--- src/rtl/object_slot_scheduler_pkg.sv ---
// rtl/object_slot_scheduler_pkg.sv - shared types for the falling-object slot scheduler
// Purpose : lane and FSM state types, plus a one-hot to lane index helper.
// Ports   : none (package).
package parachute_pkg;

   localparam int NUM_LANES = 4;

   typedef logic [1:0] lane_t;

   typedef enum logic [1:0] {
      IDLE,
      ALLOC,
      UPDATE
   } sched_state_t;

   function automatic lane_t onehot_to_lane(input logic [NUM_LANES-1:0] oh);
      onehot_to_lane = '0;
      for (int i = 0; i < NUM_LANES; i++) begin
         if (oh[i]) onehot_to_lane = lane_t'(i);
      end
   endfunction

endpackage

--- src/rtl/object_slot_scheduler_if.sv ---
// rtl/object_slot_scheduler_if.sv - game FSM / collision side bus of the slot scheduler
// Purpose : groups spawn, frame tick and catch inputs with the slot state outputs.
// Ports   : master = game/collision side, slave = scheduler.
//           clear, spawn_req[3:0], frame_tick, catch_valid, catch_slot  (master -> slave)
//           slot_active, slot_lane, slot_y, score_inc, miss, overflow   (slave -> master)
interface object_slot_scheduler_if #(
   parameter int NUM_SLOTS = 4,
   parameter int Y_WIDTH   = 10
);
   localparam int IDX_W = (NUM_SLOTS > 1) ? $clog2(NUM_SLOTS) : 1;

   logic                         clear;
   logic [3:0]                   spawn_req;
   logic                         frame_tick;
   logic                         catch_valid;
   logic [IDX_W-1:0]             catch_slot;
   logic [NUM_SLOTS-1:0]         slot_active;
   logic [2*NUM_SLOTS-1:0]       slot_lane;
   logic [Y_WIDTH*NUM_SLOTS-1:0] slot_y;
   logic                         score_inc;
   logic                         miss;
   logic                         overflow;

   modport master (
      output clear, spawn_req, frame_tick, catch_valid, catch_slot,
      input  slot_active, slot_lane, slot_y, score_inc, miss, overflow
   );

   modport slave (
      input  clear, spawn_req, frame_tick, catch_valid, catch_slot,
      output slot_active, slot_lane, slot_y, score_inc, miss, overflow
   );
endinterface

--- src/rtl/object_slot_scheduler_rr_arbiter.sv ---
// rtl/object_slot_scheduler_rr_arbiter.sv - 4-way round-robin lane arbiter
// Purpose : combinational one-hot grant searching upward from a registered pointer.
// Ports   : Clk, Reset (sync, active-high), req[3:0], advance (grant consumed),
//           grant[3:0] one-hot (zero when no request).
module rr_arbiter
   import parachute_pkg::*;
(
   input  logic                 Clk,
   input  logic                 Reset,
   input  logic [NUM_LANES-1:0] req,
   input  logic                 advance,
   output logic [NUM_LANES-1:0] grant
);

   lane_t ptr;
   lane_t cand;
   logic  found;

   // lane_t wraps naturally, so ptr + o walks the lanes circularly.
   always_comb begin
      grant = '0;
      found = 1'b0;
      cand  = ptr;
      for (int o = 0; o < NUM_LANES; o++) begin
         cand = ptr + lane_t'(o);
         if (!found && req[cand]) begin
            grant[cand] = 1'b1;
            found       = 1'b1;
         end
      end
   end

   always_ff @(posedge Clk) begin
      if (Reset) begin
         ptr <= '0;
      end else if (advance && found) begin
         ptr <= onehot_to_lane(grant) + lane_t'(1);
      end
   end

endmodule

--- src/rtl/object_slot_scheduler.sv ---
// rtl/object_slot_scheduler.sv - falling-object slot pool: spawn queueing, fall update, retire
// Purpose : queues lane spawn pulses, allocates free slots, advances Y per frame, retires
//           slots on catch or on passing the bottom row.
// Ports   : Clk, Reset (sync, active-high), bus (slave modport of object_slot_scheduler_if).
module object_slot_scheduler
   import parachute_pkg::*;
#(
   parameter int NUM_SLOTS = 4,
   parameter int Y_WIDTH   = 10,
   parameter int Y_START   = 0,
   parameter int Y_BOTTOM  = 479,
   parameter int FALL_STEP = 2
) (
   input logic                   Clk,
   input logic                   Reset,
   object_slot_scheduler_if.slave bus
);

   localparam int IDX_W = (NUM_SLOTS > 1) ? $clog2(NUM_SLOTS) : 1;
   localparam logic [Y_WIDTH:0]   STEP_X   = (Y_WIDTH+1)'(FALL_STEP);
   localparam logic [Y_WIDTH:0]   BOTTOM_X = (Y_WIDTH+1)'(Y_BOTTOM);
   localparam logic [IDX_W-1:0]   LAST_IDX = IDX_W'(NUM_SLOTS-1);

   sched_state_t         state;
   logic [IDX_W-1:0]     idx;
   logic [NUM_LANES-1:0] pend;
   logic                 tick_pending;
   logic [NUM_SLOTS-1:0] active;
   lane_t                lane [NUM_SLOTS];
   logic [Y_WIDTH-1:0]   y    [NUM_SLOTS];
   logic                 score_inc_r;
   logic                 miss_r;
   logic                 overflow_r;

   logic                 flush;
   logic [NUM_LANES-1:0] grant;
   logic [NUM_LANES-1:0] pend_clr;
   logic                 alloc_fire;
   logic                 free_any;
   logic [IDX_W-1:0]     free_idx;
   logic                 catch_hit;
   logic [Y_WIDTH:0]     y_next;

   assign flush = Reset | bus.clear;

   rr_arbiter u_arb (
      .Clk     (Clk),
      .Reset   (flush),
      .req     (pend),
      .advance (alloc_fire),
      .grant   (grant)
   );

   // Lowest-index free slot; searched from the top so the lowest hit wins.
   always_comb begin
      free_any = 1'b0;
      free_idx = '0;
      for (int k = NUM_SLOTS-1; k >= 0; k--) begin
         if (!active[k]) begin
            free_any = 1'b1;
            free_idx = IDX_W'(k);
         end
      end
   end

   assign alloc_fire = (state == ALLOC) && free_any && (|grant);
   assign pend_clr   = alloc_fire ? grant : '0;
   assign catch_hit  = bus.catch_valid && (32'(bus.catch_slot) < NUM_SLOTS)
                       && active[bus.catch_slot];
   // One extra bit so the bottom compare cannot wrap.
   assign y_next     = {1'b0, y[idx]} + STEP_X;

   always_ff @(posedge Clk) begin
      if (flush) begin
         state        <= IDLE;
         idx          <= '0;
         pend         <= '0;
         tick_pending <= 1'b0;
         active       <= '0;
         score_inc_r  <= 1'b0;
         miss_r       <= 1'b0;
         overflow_r   <= 1'b0;
         for (int k = 0; k < NUM_SLOTS; k++) begin
            lane[k] <= '0;
            y[k]    <= '0;
         end
      end else begin
         score_inc_r <= 1'b0;
         miss_r      <= 1'b0;

         pend <= (pend & ~pend_clr) | bus.spawn_req;
         if (|(bus.spawn_req & pend & ~pend_clr)) overflow_r <= 1'b1;

         if (bus.frame_tick && state != IDLE) tick_pending <= 1'b1;

         case (state)
            IDLE: begin
               if (bus.frame_tick || tick_pending) begin
                  state        <= UPDATE;
                  idx          <= '0;
                  tick_pending <= 1'b0;
               end else if ((|pend) && free_any) begin
                  state <= ALLOC;
               end
            end
            ALLOC: begin
               // Uses the registered active mask, so a slot freed by a catch this
               // same cycle is not yet a candidate.
               if (alloc_fire) begin
                  active[free_idx] <= 1'b1;
                  lane[free_idx]   <= onehot_to_lane(grant);
                  y[free_idx]      <= Y_WIDTH'(Y_START);
               end
               state <= IDLE;
            end
            UPDATE: begin
               // A catch on the slot under update takes priority over the fall step.
               if (active[idx] && !(catch_hit && bus.catch_slot == idx)) begin
                  if (y_next > BOTTOM_X) begin
                     active[idx] <= 1'b0;
                     miss_r      <= 1'b1;
                  end else begin
                     y[idx] <= y_next[Y_WIDTH-1:0];
                  end
               end
               if (idx == LAST_IDX) state <= IDLE;
               else                 idx   <= idx + 1'b1;
            end
            default: state <= IDLE;
         endcase

         if (catch_hit) begin
            active[bus.catch_slot] <= 1'b0;
            score_inc_r            <= 1'b1;
         end
      end
   end

   assign bus.slot_active = active;
   assign bus.score_inc   = score_inc_r;
   assign bus.miss        = miss_r;
   assign bus.overflow    = overflow_r;

   for (genvar k = 0; k < NUM_SLOTS; k++) begin : g_out
      assign bus.slot_lane[2*k +: 2]             = lane[k];
      assign bus.slot_y[Y_WIDTH*k +: Y_WIDTH]    = y[k];
   end

endmodule

--- src/flat_wrapper.sv ---
// flat-port wrapper written by rule: the top's interface ports become plain ports
module object_slot_scheduler_flat import parachute_pkg::*;
#(
   parameter int NUM_SLOTS = 4,
   parameter int Y_WIDTH   = 10,
   parameter int Y_START   = 0,
   parameter int Y_BOTTOM  = 479,
   parameter int FALL_STEP = 2
)
  (Clk, Reset, bus_clear, bus_spawn_req, bus_frame_tick, bus_catch_valid, bus_catch_slot, bus_slot_active, bus_slot_lane, bus_slot_y, bus_score_inc, bus_miss, bus_overflow);
  object_slot_scheduler_if #(.NUM_SLOTS(NUM_SLOTS), .Y_WIDTH(Y_WIDTH)) bus_i ();
  input logic Clk;
  input logic Reset;
  input wire logic [$bits(bus_i.clear)-1:0] bus_clear;
  input wire logic [$bits(bus_i.spawn_req)-1:0] bus_spawn_req;
  input wire logic [$bits(bus_i.frame_tick)-1:0] bus_frame_tick;
  input wire logic [$bits(bus_i.catch_valid)-1:0] bus_catch_valid;
  input wire logic [$bits(bus_i.catch_slot)-1:0] bus_catch_slot;
  output wire logic [$bits(bus_i.slot_active)-1:0] bus_slot_active;
  output wire logic [$bits(bus_i.slot_lane)-1:0] bus_slot_lane;
  output wire logic [$bits(bus_i.slot_y)-1:0] bus_slot_y;
  output wire logic [$bits(bus_i.score_inc)-1:0] bus_score_inc;
  output wire logic [$bits(bus_i.miss)-1:0] bus_miss;
  output wire logic [$bits(bus_i.overflow)-1:0] bus_overflow;
  assign bus_i.clear = bus_clear;
  assign bus_i.spawn_req = bus_spawn_req;
  assign bus_i.frame_tick = bus_frame_tick;
  assign bus_i.catch_valid = bus_catch_valid;
  assign bus_i.catch_slot = bus_catch_slot;
  assign bus_slot_active = bus_i.slot_active;
  assign bus_slot_lane = bus_i.slot_lane;
  assign bus_slot_y = bus_i.slot_y;
  assign bus_score_inc = bus_i.score_inc;
  assign bus_miss = bus_i.miss;
  assign bus_overflow = bus_i.overflow;
  object_slot_scheduler #(.NUM_SLOTS(NUM_SLOTS), .Y_WIDTH(Y_WIDTH), .Y_START(Y_START), .Y_BOTTOM(Y_BOTTOM), .FALL_STEP(FALL_STEP)) u_core (.Clk(Clk), .Reset(Reset), .bus(bus_i));
endmodule
--- config.mk ---
export PLATFORM = sky130hd
export DESIGN_NAME = object_slot_scheduler_flat
export DESIGN_NICKNAME = d
export VERILOG_FILES = /design/src/rtl/object_slot_scheduler_pkg.sv /design/src/rtl/object_slot_scheduler_if.sv /design/src/rtl/object_slot_scheduler_rr_arbiter.sv /design/src/rtl/object_slot_scheduler.sv /design/src/flat_wrapper.sv
export SDC_FILE = /design/constraint.sdc
export NUM_CORES = 1
export LEC_CHECK = 0
export CORE_AREA = 2 2 93 95
export DETAILED_ROUTE_END_ITERATION = 7
export DIE_AREA = 0 0 95 97
export GPL_TIMING_DRIVEN = 0
export PLACE_DENSITY_LB_ADDON = 0.25
export SLEW_MARGIN = 20
export SYNTH_ARGS = -nofsm -noshare
export SYNTH_HDL_FRONTEND = slang
export SYNTH_HIERARCHICAL = 1
export SYNTH_SLANG_ARGS = --single-unit
--- constraint.sdc ---
create_clock -name Clk -period 3.8 [get_ports Clk]
set_input_delay 0.76 -clock Clk [delete_from_list [all_inputs] [get_ports Clk]]
set_output_delay 0.76 -clock Clk [all_outputs]
set_load 0.005 [all_outputs]
==> results_dict.tcl <==
set metrics [dict create \
    gr-total-overflow 0 \
    crit_required_ps 3890 \
    timing.fmax_ghz 0.274 \
    rows 33 \
    startpoint_type "register" \
    intPower_mw 1.36 \
    dr.pass1.iters 5 \
    cts.sinks 68 \
    peakVddDrop_mv 0.220 \
    synthXorXnorAreaFrac_pct 1.37 \
    fin_nets 462 \
    setup_tns_ps 0 \
    worst_pin_slew_ps 782 \
    min_path_cells 2 \
    async_flop_share_pct 0 \
    ys_ff_latch 68 \
    antenna_found_initial 0 \
    grt_max_degree 14 \
    cts_root_buffer "clkbuf_8" \
    relSlewSlack_pct 47.2 \
    synth_top_family_by_area "simple AND/OR/NAND/NOR gates" \
    p_sw_share_pct 22.7 \
    dieArea_um2 9220 \
    finalSetupViolCount 0 \
    fp.dieW_um 95 \
    yosys.area_share.simple_pct 18.3 \
    yosys_warnings 6 \
    reg2reg_depth 13 \
    n_fill_cell 642 \
    numCtsBuffers 9 \
    pwr-share-clk_pct 40.3 \
    synthAdderAreaFrac_pct 4.89 \
    cts_htree_levels 3 \
    hpwl_mm 6.82 \
    final_min_period_over_clock_period_pct 95.9 \
    vias 3206 \
    drive_above_1_share_pct 15.6 \
    critPathCaptureType "register" \
    ios 66 \
    slew_violations 0 \
    synth.mux.area_fraction_pct 11.0 \
    initial_core_util_pct 47.2 \
    io_buffers 65 \
    finalClockSkew_ps 7.51 \
    clk_pin_slew_ps 70 \
    die_h_um 97 \
    routedWlPerCell_um 18.3 \
    synth_cells 349 \
    synthTopCellsByArea "edfxtp_1 (38%), dfxtp_1 (10%), mux4_2 (6.4%), ha_1 (4.9%), nor2_1 (4.0%)" \
    switching_power_mw 0.400 \
    p_per_area_nw_per_um2 349 \
    sequentialPowerShare_pct 47.5 \
    synth_edf_count 48 \
    ctsHoldBuffers 0 \
    crit_fanout 9 \
    min_period_ps 3640 \
    syn_avg_cell_area_um2 11.0 \
    p_leak_nw 1.80 \
    critPathKind "reg2reg" \
    cp.arrival_ps 3730 \
    synth_top_area_cell "edfxtp_1" \
    viasPerCell 5.87 \
    drc 0 \
    grt_pass1_vias 3074 \
    grt_pass1_wl_mm 15.5 \
    final_util_pct 62.2 \
    hold_path.class "reg2reg" \
    routed_wl_mm 9.97 \
    power_frac_comb_pct 12.2 \
    diodes 0 \
    maxCapViolCount 0 \
    insertion_delay_ps 340 \
    cts_tree "done" \
    ant_nets 0 \
    status "complete, no violations" \
    core_area_um2 8130 \
    clk_path_buf_depth 2 \
    synth_compound_area_share_pct 12.5 \
    area_delta_synth_final_pct 31.7 \
    yosysSeqAreaShare_pct 47.9 \
    synth-main-ff-cell "edfxtp_1" \
    hold_violations 0 \
    track_usage_pct 21.9 \
    drtIter0Drc 186 \
    place_congestion 0.875 \
    syn_area_um2 3840 \
    ys_types 63 \
    synth_top_area_share_pct 37.5 \
]
-- synthesized netlist by cell type, types with 5 or more instances --
cell	count
edfxtp_1	48
nor2_1	41
nor3_1	26
nand2_1	21
dfxtp_1	20
inv_1	16
ha_1	15
mux4_2	11
nor4_1	10
clkbuf_1	8
a21oi_1	7
a21boi_0	6
a31oi_1	6
nand2b_1	6
nand3_1	6
o21ai_0	6
nand3b_1	5
-- critical path, cell delays in order, from the launching register on --
cell and delay (ps):
dfxtp_2 380, buf_6 180, clkinvlp_4 160, ha_4 330, mux2_4 330, and3_1 220, a2111oi_4 350, a2bb2oi_2 210
inv_1 120, nor4_4 230, nand2b_4 180, inv_1 100, a41o_1 260, mux2_4 340
-- layout make-up --
| type | instances | area, um^2 | share of cell area [%] |
|---|---|---|---|
| Multi-Input combinational cell | 253 | 1990 | 39.4 |
| Inverter | 16 | 63.8 | 1.26 |
| Clock buffer | 10 | 128 | 2.52 |
| Timing Repair Buffer | 71 | 696 | 13.7 |
| Buffer | 17 | 91.3 | 1.81 |
| Sequential cell | 68 | 1840 | 36.4 |
| Clock inverter | 6 | 111 | 2.20 |
| Tap cell | 105 | 131 | 2.60 |
-- path summary, 6_finish.rpt --
path	from	to	slack (ps)
max	u_core/u_arb/ptr[0]	u_core/y[3][8]	160
min	u_core/state[1]	u_core/state[1]	500
max reg2reg	u_core/u_arb/ptr[0]	u_core/y[3][8]	160
min reg2reg	u_core/state[1]	u_core/state[1]	500
-- flip-flops by register name (all words and copies together), names as in the netlist, named ones only --
| register | flops |
|---|---|
| u_core/lane | 8 |
| u_core/y | 40 |
| u_core/bus.slot_active | 4 |
| u_core/tick_pending | 1 |
| u_core/bus.overflow | 1 |
| u_core/u_arb/ptr | 2 |
| u_core/idx | 2 |
| u_core/state | 2 |
| u_core/bus.score_inc | 1 |
| u_core/bus.miss | 1 |
| u_core/pend | 4 |
-- per-stage QoR --
step	power (mW)	instance area, um^2	setup WS, ps	instances	hold slack [ps]
floorplan	0.953	3850	209	352	462
global placement	1.04	4630	-469	522	480
detailed placement	1.05	4630	-510	522	496
CTS	1.76	4930	1.10	540	504
global route	1.83	5060	-11.3	546	527
finish	1.76	5060	155	546	503
-- metal layers --
layer / routed length [um] / vias to the layer above / track usage [%]
li1: - / 1507 / -
met1: 4130 / 1527 / 28.4
met2: 4900 / 158 / 35.6
met3: 748 / 14 / 5.84
met4: 195 / 0 / 6.80
met5: 0 / - / 0
-- kinds of logic (layout without fill, tap and decap cells) --
group                      count (synthesis)  after routing
DFF                                       68             68
buffers and inverters                     33            120
muxes                                     26             28
and+or+nand+nor                          138            138
other                                      1              4
adders and majority gates                 15             15
xor gates and xnor gates                   6              6
AOI/OAI and AO/OA                         62             62
-- what timing repair did --
item                       CTS  global route
resized for setup           14            12
setup buffers                1             5
setup endpoints to repair   41            46
pin swaps                    1             3
cloned                       1             1
-- layout by cell type (no fill, tap or decap), types with 4 or more instances in the layout --
| master | Yosys | final |
|---|---|---|
| buf_4 | 0 | 6 |
| o21a_1 | 4 | 4 |
| nor3_1 | 26 | 26 |
| nand3_1 | 6 | 6 |
| nor2_1 | 41 | 41 |
| o21ai_0 | 6 | 6 |
| a21oi_1 | 7 | 7 |
| mux2_4 | 1 | 7 |
| edfxtp_1 | 48 | 48 |
| mux4_2 | 11 | 11 |
| xor2_1 | 4 | 4 |
| clkbuf_8 | 0 | 9 |
| dfxtp_1 | 20 | 18 |
| mux2i_1 | 4 | 4 |
| conb_1 | 1 | 4 |
| clkbuf_1 | 8 | 9 |
| nand3b_1 | 5 | 5 |
| a31oi_1 | 6 | 6 |
| inv_1 | 16 | 15 |
| a21boi_0 | 6 | 6 |
| clkdlybuf4s50_1 | 0 | 65 |
| ha_1 | 15 | 14 |
| nor4_1 | 10 | 9 |
| buf_2 | 4 | 4 |
| nand2b_1 | 6 | 5 |
| nand2_1 | 21 | 20 |
-- power by group through the flow --
stage	clock [mW]	combinational [mW]	sequential [mW]
floorplan	0	0.0991	0.853
global placement	0	0.189	0.854
detailed placement	0	0.193	0.856
CTS	0.722	0.201	0.839
global route	0.759	0.232	0.842
finish	0.710	0.215	0.839
No activity file was read; power rests on OpenSTA's default activity.
